**config.mk**
```make
export PLATFORM = sky130hd
export DESIGN_NAME = hazard_unit_flat
export DESIGN_NICKNAME = d
export VERILOG_FILES = /design/src/rtl/hazard_pkg.sv /design/src/rtl/hazard_if.sv /design/src/rtl/fwd_select.sv /design/src/rtl/hazard_unit.sv /design/src/flat_wrapper.sv
export SDC_FILE = /design/constraint.sdc
export NUM_CORES = 1
export LEC_CHECK = 0
export ABC_AREA = 1
export BUFFER_PORTS_ARGS = -buffer_cell sky130_fd_sc_hd__buf_2
export CORE_ASPECT_RATIO = 0.5
export CORE_MARGIN = 10
export CORE_UTILIZATION = 31
export CTS_BUF_LIST = sky130_fd_sc_hd__clkbuf_8
export DETAILED_ROUTE_END_ITERATION = 7
export PLACE_DENSITY = 0.57
export SKIP_CTS_REPAIR_TIMING = 1
export SYNTH_ARGS = -nofsm -noshare
export SYNTH_HDL_FRONTEND = slang
export SYNTH_SLANG_ARGS = --single-unit
```
**constraint.sdc**
```tcl
create_clock -name CLK -period 1.9 [get_ports CLK]
set_clock_uncertainty 0.05 [all_clocks]
set_input_delay 0.285 -clock CLK [delete_from_list [all_inputs] [get_ports CLK]]
set_output_delay 0.285 -clock CLK [all_outputs]
set_load 0.02 [all_outputs]
```
**src/rtl/hazard_pkg.sv**
```systemverilog
// Shared types and constants for the pipeline hazard controller.
package hazard_pkg;
  localparam int RA_W            = 4;
  localparam int PC_REG          = 15;
  localparam int MEM_TIMEOUT_DEF = 16;

  typedef logic [RA_W-1:0] ra_t;

  typedef enum logic [1:0] {
    FWD_RD      = 2'b00,
    FWD_RESULTW = 2'b01,
    FWD_ALUM    = 2'b10
  } fwd_sel_t;

  localparam ra_t PC_RA = ra_t'(PC_REG);
endpackage

```
**src/rtl/hazard_if.sv**
```systemverilog
// Pipeline <-> hazard unit signal bundle; the core is master, the hazard unit slave.
interface hazard_if;
  import hazard_pkg::*;

  ra_t      RA1D, RA2D, WA3D;
  logic     RegWriteD, MemtoRegD;
  logic     RegWriteECond, MemWriteECond, PCSrcE, MemReady;
  fwd_sel_t ForwardAE, ForwardBE;
  logic     StallF, StallD, StallE, StallM;
  logic     FlushD, FlushE, FlushW;
  logic     MemTimeout;

  modport master (
    output RA1D, RA2D, WA3D, RegWriteD, MemtoRegD,
    output RegWriteECond, MemWriteECond, PCSrcE, MemReady,
    input  ForwardAE, ForwardBE, StallF, StallD, StallE, StallM,
    input  FlushD, FlushE, FlushW, MemTimeout
  );

  modport slave (
    input  RA1D, RA2D, WA3D, RegWriteD, MemtoRegD,
    input  RegWriteECond, MemWriteECond, PCSrcE, MemReady,
    output ForwardAE, ForwardBE, StallF, StallD, StallE, StallM,
    output FlushD, FlushE, FlushW, MemTimeout
  );
endinterface

```
**src/rtl/fwd_select.sv**
```systemverilog
// Operand bypass select for one Execute source: Memory result beats Writeback result.
module fwd_select
  import hazard_pkg::*;
(
  input  ra_t      src_i,
  input  ra_t      wa3m_i,
  input  logic     reg_write_m_i,
  input  ra_t      wa3w_i,
  input  logic     reg_write_w_i,
  output fwd_sel_t sel_o
);

  // PC reads always come from the register file path
  always_comb begin
    sel_o = FWD_RD;
    if (src_i == PC_RA) begin
      sel_o = FWD_RD;
    end else if (reg_write_m_i && (wa3m_i == src_i)) begin
      sel_o = FWD_ALUM;
    end else if (reg_write_w_i && (wa3w_i == src_i)) begin
      sel_o = FWD_RESULTW;
    end else begin
      sel_o = FWD_RD;
    end
  end

endmodule

```
**src/rtl/hazard_unit.sv**
```systemverilog
// Hazard controller for the 5-stage core: bypass selects, stall/flush controls
// and a data-memory wait watchdog, driven from a private shadow of E/M/W state.
module hazard_unit
  import hazard_pkg::*;
#(
  parameter int MEM_TIMEOUT = MEM_TIMEOUT_DEF
) (
  input  logic    CLK,
  input  logic    RESET,
  hazard_if.slave hz
);

  localparam int CNT_W = $clog2(MEM_TIMEOUT + 1);
  typedef logic [CNT_W-1:0] cnt_t;

  ra_t  ra1e_q, ra1e_d, ra2e_q, ra2e_d, wa3e_q, wa3e_d;
  logic reg_write_e_q, reg_write_e_d, mem_to_reg_e_q, mem_to_reg_e_d;
  ra_t  wa3m_q, wa3m_d;
  logic reg_write_m_q, reg_write_m_d, mem_to_reg_m_q, mem_to_reg_m_d;
  logic mem_access_m_q, mem_access_m_d;
  ra_t  wa3w_q, wa3w_d;
  logic reg_write_w_q, reg_write_w_d;
  cnt_t wait_cnt_q, wait_cnt_d;
  logic timeout_q, timeout_d;

  logic mem_wait_s, load_use_s;
  logic stall_f_s, stall_d_s, stall_e_s, stall_m_s;
  logic flush_d_s, flush_e_s, flush_w_s;
  fwd_sel_t fwd_a_s, fwd_b_s;

  // a load in M is always a memory access, so either flag marks a pending access
  assign mem_wait_s = (mem_access_m_q | mem_to_reg_m_q) & ~hz.MemReady & ~timeout_q;
  assign load_use_s = mem_to_reg_e_q & reg_write_e_q & (wa3e_q != PC_RA)
                    & ((wa3e_q == hz.RA1D) | (wa3e_q == hz.RA2D));

  fwd_select u_fwd_a (
    .src_i(ra1e_q), .wa3m_i(wa3m_q), .reg_write_m_i(reg_write_m_q),
    .wa3w_i(wa3w_q), .reg_write_w_i(reg_write_w_q), .sel_o(fwd_a_s)
  );

  fwd_select u_fwd_b (
    .src_i(ra2e_q), .wa3m_i(wa3m_q), .reg_write_m_i(reg_write_m_q),
    .wa3w_i(wa3w_q), .reg_write_w_i(reg_write_w_q), .sel_o(fwd_b_s)
  );

  // Stall/flush priority: memory wait, then branch, then load-use
  always_comb begin
    stall_f_s = 1'b0;
    stall_d_s = 1'b0;
    stall_e_s = 1'b0;
    stall_m_s = 1'b0;
    flush_d_s = 1'b0;
    flush_e_s = 1'b0;
    flush_w_s = 1'b0;
    if (!RESET) begin
      flush_d_s = 1'b1;
      flush_e_s = 1'b1;
    end else if (mem_wait_s) begin
      stall_f_s = 1'b1;
      stall_d_s = 1'b1;
      stall_e_s = 1'b1;
      stall_m_s = 1'b1;
      flush_w_s = 1'b1;
    end else if (hz.PCSrcE) begin
      flush_d_s = 1'b1;
      flush_e_s = 1'b1;
    end else if (load_use_s) begin
      stall_f_s = 1'b1;
      stall_d_s = 1'b1;
      flush_e_s = 1'b1;
    end else begin
      stall_f_s = 1'b0;
    end
  end

  // Execute shadow: hold, bubble, or capture the Decode instruction
  always_comb begin
    ra1e_d         = ra1e_q;
    ra2e_d         = ra2e_q;
    wa3e_d         = wa3e_q;
    reg_write_e_d  = reg_write_e_q;
    mem_to_reg_e_d = mem_to_reg_e_q;
    if (stall_e_s) begin
      ra1e_d = ra1e_q;
    end else if (flush_e_s) begin
      ra1e_d         = {RA_W{1'b0}};
      ra2e_d         = {RA_W{1'b0}};
      wa3e_d         = {RA_W{1'b0}};
      reg_write_e_d  = 1'b0;
      mem_to_reg_e_d = 1'b0;
    end else begin
      ra1e_d         = hz.RA1D;
      ra2e_d         = hz.RA2D;
      wa3e_d         = hz.WA3D;
      reg_write_e_d  = hz.RegWriteD;
      mem_to_reg_e_d = hz.MemtoRegD;
    end
  end

  // Memory and Writeback shadows plus the wait watchdog
  always_comb begin
    wa3m_d         = wa3m_q;
    reg_write_m_d  = reg_write_m_q;
    mem_to_reg_m_d = mem_to_reg_m_q;
    mem_access_m_d = mem_access_m_q;
    if (stall_m_s) begin
      wa3m_d = wa3m_q;
    end else begin
      wa3m_d         = wa3e_q;
      reg_write_m_d  = hz.RegWriteECond;
      mem_to_reg_m_d = mem_to_reg_e_q;
      mem_access_m_d = mem_to_reg_e_q | hz.MemWriteECond;
    end
    if (flush_w_s) begin
      wa3w_d        = {RA_W{1'b0}};
      reg_write_w_d = 1'b0;
    end else begin
      wa3w_d        = wa3m_q;
      reg_write_w_d = reg_write_m_q;
    end
    if (mem_wait_s) begin
      wait_cnt_d = wait_cnt_q + cnt_t'(1);
    end else begin
      wait_cnt_d = cnt_t'(0);
    end
    timeout_d = timeout_q | (mem_wait_s & (wait_cnt_q == cnt_t'(MEM_TIMEOUT - 1)));
  end

  // Shadow state registers
  always_ff @(posedge CLK or negedge RESET) begin
    if (!RESET) begin
      ra1e_q         <= {RA_W{1'b0}};
      ra2e_q         <= {RA_W{1'b0}};
      wa3e_q         <= {RA_W{1'b0}};
      reg_write_e_q  <= 1'b0;
      mem_to_reg_e_q <= 1'b0;
      wa3m_q         <= {RA_W{1'b0}};
      reg_write_m_q  <= 1'b0;
      mem_to_reg_m_q <= 1'b0;
      mem_access_m_q <= 1'b0;
      wa3w_q         <= {RA_W{1'b0}};
      reg_write_w_q  <= 1'b0;
      wait_cnt_q     <= cnt_t'(0);
      timeout_q      <= 1'b0;
    end else begin
      ra1e_q         <= ra1e_d;
      ra2e_q         <= ra2e_d;
      wa3e_q         <= wa3e_d;
      reg_write_e_q  <= reg_write_e_d;
      mem_to_reg_e_q <= mem_to_reg_e_d;
      wa3m_q         <= wa3m_d;
      reg_write_m_q  <= reg_write_m_d;
      mem_to_reg_m_q <= mem_to_reg_m_d;
      mem_access_m_q <= mem_access_m_d;
      wa3w_q         <= wa3w_d;
      reg_write_w_q  <= reg_write_w_d;
      wait_cnt_q     <= wait_cnt_d;
      timeout_q      <= timeout_d;
    end
  end

  assign hz.ForwardAE  = RESET ? fwd_a_s : FWD_RD;
  assign hz.ForwardBE  = RESET ? fwd_b_s : FWD_RD;
  assign hz.StallF     = stall_f_s;
  assign hz.StallD     = stall_d_s;
  assign hz.StallE     = stall_e_s;
  assign hz.StallM     = stall_m_s;
  assign hz.FlushD     = flush_d_s;
  assign hz.FlushE     = flush_e_s;
  assign hz.FlushW     = flush_w_s;
  assign hz.MemTimeout = timeout_q;

endmodule

```
**src/flat_wrapper.sv**
```systemverilog
// flat-port wrapper written by rule: the top's interface ports become plain ports
module hazard_unit_flat import hazard_pkg::*;
#(
  parameter int MEM_TIMEOUT = MEM_TIMEOUT_DEF
)
  (CLK, RESET, hz_RA1D, hz_RA2D, hz_WA3D, hz_RegWriteD, hz_MemtoRegD, hz_RegWriteECond, hz_MemWriteECond, hz_PCSrcE, hz_MemReady, hz_ForwardAE, hz_ForwardBE, hz_StallF, hz_StallD, hz_StallE, hz_StallM, hz_FlushD, hz_FlushE, hz_FlushW, hz_MemTimeout);
  hazard_if hz_i ();
  input  logic CLK;
  input  logic RESET;
  input wire logic [$bits(hz_i.RA1D)-1:0] hz_RA1D;
  input wire logic [$bits(hz_i.RA2D)-1:0] hz_RA2D;
  input wire logic [$bits(hz_i.WA3D)-1:0] hz_WA3D;
  input wire logic [$bits(hz_i.RegWriteD)-1:0] hz_RegWriteD;
  input wire logic [$bits(hz_i.MemtoRegD)-1:0] hz_MemtoRegD;
  input wire logic [$bits(hz_i.RegWriteECond)-1:0] hz_RegWriteECond;
  input wire logic [$bits(hz_i.MemWriteECond)-1:0] hz_MemWriteECond;
  input wire logic [$bits(hz_i.PCSrcE)-1:0] hz_PCSrcE;
  input wire logic [$bits(hz_i.MemReady)-1:0] hz_MemReady;
  output wire logic [$bits(hz_i.ForwardAE)-1:0] hz_ForwardAE;
  output wire logic [$bits(hz_i.ForwardBE)-1:0] hz_ForwardBE;
  output wire logic [$bits(hz_i.StallF)-1:0] hz_StallF;
  output wire logic [$bits(hz_i.StallD)-1:0] hz_StallD;
  output wire logic [$bits(hz_i.StallE)-1:0] hz_StallE;
  output wire logic [$bits(hz_i.StallM)-1:0] hz_StallM;
  output wire logic [$bits(hz_i.FlushD)-1:0] hz_FlushD;
  output wire logic [$bits(hz_i.FlushE)-1:0] hz_FlushE;
  output wire logic [$bits(hz_i.FlushW)-1:0] hz_FlushW;
  output wire logic [$bits(hz_i.MemTimeout)-1:0] hz_MemTimeout;
  assign hz_i.RA1D = hz_RA1D;
  assign hz_i.RA2D = hz_RA2D;
  assign hz_i.WA3D = hz_WA3D;
  assign hz_i.RegWriteD = hz_RegWriteD;
  assign hz_i.MemtoRegD = hz_MemtoRegD;
  assign hz_i.RegWriteECond = hz_RegWriteECond;
  assign hz_i.MemWriteECond = hz_MemWriteECond;
  assign hz_i.PCSrcE = hz_PCSrcE;
  assign hz_i.MemReady = hz_MemReady;
  assign hz_ForwardAE = hz_i.ForwardAE;
  assign hz_ForwardBE = hz_i.ForwardBE;
  assign hz_StallF = hz_i.StallF;
  assign hz_StallD = hz_i.StallD;
  assign hz_StallE = hz_i.StallE;
  assign hz_StallM = hz_i.StallM;
  assign hz_FlushD = hz_i.FlushD;
  assign hz_FlushE = hz_i.FlushE;
  assign hz_FlushW = hz_i.FlushW;
  assign hz_MemTimeout = hz_i.MemTimeout;
  hazard_unit #(.MEM_TIMEOUT(MEM_TIMEOUT)) u_core (.CLK(CLK), .RESET(RESET), .hz(hz_i));
endmodule
```
==> metrics.md <==
| Metric | Value |
|---|---|
| Status | completed |
| Crit Reg-Reg Endpoint | u_core.reg_write_e_q |
| Total CTS buffers | 5 |
| Static Leak | 1.26 nW |
| Die Wd | 130 microns |
| Critical path's slowest cell | dfrtp_2 |
| Net switching power | 0.000521 W |
| Worst R2R Setup Slack | 0.35 ns |
| Worst Setup Start Kind | register |
| Cell area after synthesis | 1880 sq um |
| Final min period | 1.88 ns |
| Largest cells by area after synthesis | dfrtp_1, nand2_1, inv_1 |
| Post-layout net count | 316 |
| Core Region | 5680 sq um |
| Synth cell types | 30 |
| Final Setup Violations | 0 |
| Int Pwr | 0.00121 W |
| Crit path required time | 1.56 ns |
| Pins over their slew limit | 0 |
| Unrepaired setup endpoints after global routing | yes |
| Max Root-Sink Buffers | 2 |
| CP bufs+invs | 2 |
| Initial antenna violation count | 0 |
| Placed Area | 2080 sq um |
| CTS clk-pin slew, worst paths | 0.06 ns |
| Number of global-route vias before repair | 1551 |
| 1st-iter DRT viols | 63 |
| Crit path from | u_core.wa3e_q[2] |
| DRT Pass-1 Iters | 4 |
| Max incr delay on CP | 0.43 ns |
| Routability-driven placement congestion ratio | 0.813 |
| Fin area | 2270 sq um |
| CP max FO | 5 |
| Final Hold Fails | 0 |
| Period utilization | 0.987 |
| First-pass GRT wire length | 7130 microns |
| Die area | 9780 sq um |
| Synth Net Count | 274 |
| Port-buffer cells | 31 |
| Yosys top cell by area | dfrtp_1 |
| Reg2Reg Depth | 7 |
| Hold Path End | u_core.reg_write_m_q |
| VDD IR max | 0.314 mV |
| Ant diodes | 0 |
| Cell family contributing the most delay on the critical path | flip-flops |
| Routed len/inst | 11.8 microns |
| Max-Cap Viols | 0 |
| Hold Crit Start | hz_RegWriteECond |
| Max Freq | 533 MHz |
| Primary FF master, synth | dfrtp_1 |
| Critical-path cell list | buf_4 -> nand4_1 -> and3_1 -> nand2_2 -> a21oi_4 -> buf_6 |
| Net Sw Frac | 0.301 |
| Root Buffer | clkbuf_8 |
| Skew-Pair Late Insertion Delay | 0.27 ns |
| Synth Instances | 252 |
| Post-layout util | 0.400 |
| Post-synth EDFFs | 0 |
| Drt drc | 0 |
| Ports | 32 |
| Count of state elements after synthesis | 32 |
| Area delta synth->final | 20.8% |
| Final ANT Viol Nets | 0 |
| Relative slew margins | 0.786 |
| CP Capture Type | primary output |
| CTS sink cnt | 32 |
| CTS tree | yes |
| Register area share after synthesis | 0.425 |
| Yosys warns | 0 |
| Via/cell ratio | 4.39 |
| Sequential Power Share | 0.458 |
| Layout cells sized above 1 | 0.272 |
| Reg-to-reg startpoint | u_core.wa3e_q[2] |
| Largest net degree at the start of global routing | 26 |
| Post-synth ARST share | 1.00 |
| Hold Crit Depth | 3 |
| Worst EP arrival | 1.54 ns |
| Gr ovfl total | 0 |
| Logic pwr share | 0.219 |
| Clock share of power | 0.324 |
| Die H | 75.1 microns |
| Starting Density | 0.331 |
| Dpl hpwl | 3280 microns |
| Mapped Avg Cell Area | 7.47 sq um |
| Power per cell area | 761 nW/um^2 |
| Final WL | 4350 microns |
| Row count | 19 |
| Worst-Margin Slew | 0.320 ns |
| Synth top area share | 0.425 |
| WS Path Type | register to primary output |
| Hold Crit Class | input port to register |
| Via count | 1610 |
| Place WS | 0.246 ns |
| GRT Total Usage | 0.0907 |
| Setup_tns | 0 ns |
| Final Worst Setup Slack | 0.0244 ns |
| H-tree lvl count | 2 |
==> registers in the layout, summed over array words and instances, names as in the netlist <==
register	flops
u_core.reg_write_w_q	1
u_core.wa3m_q	4
u_core.hz.MemTimeout	1
u_core.wait_cnt_q	5
u_core.mem_access_m_q	1
u_core.ra2e_q	4
u_core.reg_write_e_q	1
u_core.ra1e_q	4
u_core.mem_to_reg_m_q	1
u_core.wa3w_q	4
u_core.mem_to_reg_e_q	1
u_core.reg_write_m_q	1
u_core.wa3e_q	4
==> stage by stage <==
stage | std cells | hold WS [ns] | total power, W
4_1_cts | 360 | -0.163 | 0.00171
6_report | 367 | 0.161 | 0.00173
2_1_floorplan | 252 | -0.0606 | 0.00105
5_1_grt | 367 | 0.169 | 0.00184
3_5_place_dp | 353 | 0.135 | 0.00115
3_3_place_gp | 353 | 0.128 | 0.00115
==> synth_stat cells (2+ instances only) <==
cell     count
buf_6        4
o21ai_1     14
o21ai_0      7
nand2_4      2
dfrtp_1     32
ha_1         2
nand2_1     73
xor2_1       4
nor2_1      22
nor2b_1      2
nand4_1      7
inv_1       46
a21oi_1      6
buf_4        3
inv_2        4
nor2_2       9
o22ai_1      2
==> cell families (layout without fill, tap and decap cells) <==
group / after synthesis / after routing / share of synthesized area
flip-flops: 32 / 32 / 0.425
buffers and inverters: 58 / 100 / 0.146
adder cells (fa/ha/maj): 2 / 2 / 0.0133
AND/OR/NAND/NOR: 120 / 120 / 0.282
XOR/XNOR: 5 / 5 / 0.0233
AO/OA/AOI/OAI: 35 / 35 / 0.110
==> worst reg2reg max path: cells and delay by family, from the launching register on <==
| kind | cells | cell delay, ns |
|---|---|---|
| flops | 1 | 0.43 |
| simple gates | 5 | 0.56 |
| buf+inv | 2 | 0.39 |
==> layout by cell type, fill, tap and decap left out, types with 2 or more instances in the layout <==
cell type  instances
nand2_1           70
inv_1             43
dfrtp_1           29
buf_2             28
nor2_1            21
o21ai_1           15
buf_4             12
nor2_2            10
inv_2              7
nand4_1            7
clkbuf_8           7
a21oi_1            6
o21ai_0            6
xor2_1             4
nand2_2            4
dfrtp_2            3
o22ai_1            2
nor2b_1            2
nand2_4            2
ha_1               2
buf_6              2
==> worst max-delay path by stage <==
stage	end	slack (ns)	cells after the start
5_1_grt	hz_StallD	-0.06	9
3_3_place_gp	hz_StallF	0.28	8
4_1_cts	hz_StallD	0.009	9
6_report	hz_StallD	0.02	6
2_1_floorplan	hz_StallF	0.07	6
3_5_place_dp	hz_StallD	0.25	8
==> area by class of cell <==
class / instances / area (sq um)
multi-input cells: 162 / 832
repair buffers: 43 / 263
inverters: 50 / 188
well taps: 73 / 91.3
fillers: 581 / 3410
clock buffers: 7 / 96.3
flip-flops and latches: 32 / 805
==> per-layer routing <==
| layer | vias to the layer above | track usage | routed length, microns |
|---|---|---|---|
| met3 | 2 | 0.0259 | 195 |
| li1 | 844 | - | - |
| met2 | 29 | 0.152 | 2070 |
| met1 | 735 | 0.112 | 2060 |
| met5 | - | 0 | 0 |
| met4 | 0 | 0.0272 | 27 |
==> power by group through the flow <==
stage / clock network [W] / registers, W / logic, W
after floorplan: 0 / 0.000788 / 0.000267
after CTS: 0.000570 / 0.000790 / 0.000353
final: 0.000561 / 0.000792 / 0.000379
after global routing: 0.000609 / 0.000799 / 0.000432
after global placement: 0 / 0.000801 / 0.000348
after detailed placement: 0 / 0.000803 / 0.000352
(Power assumes the default switching activity.)
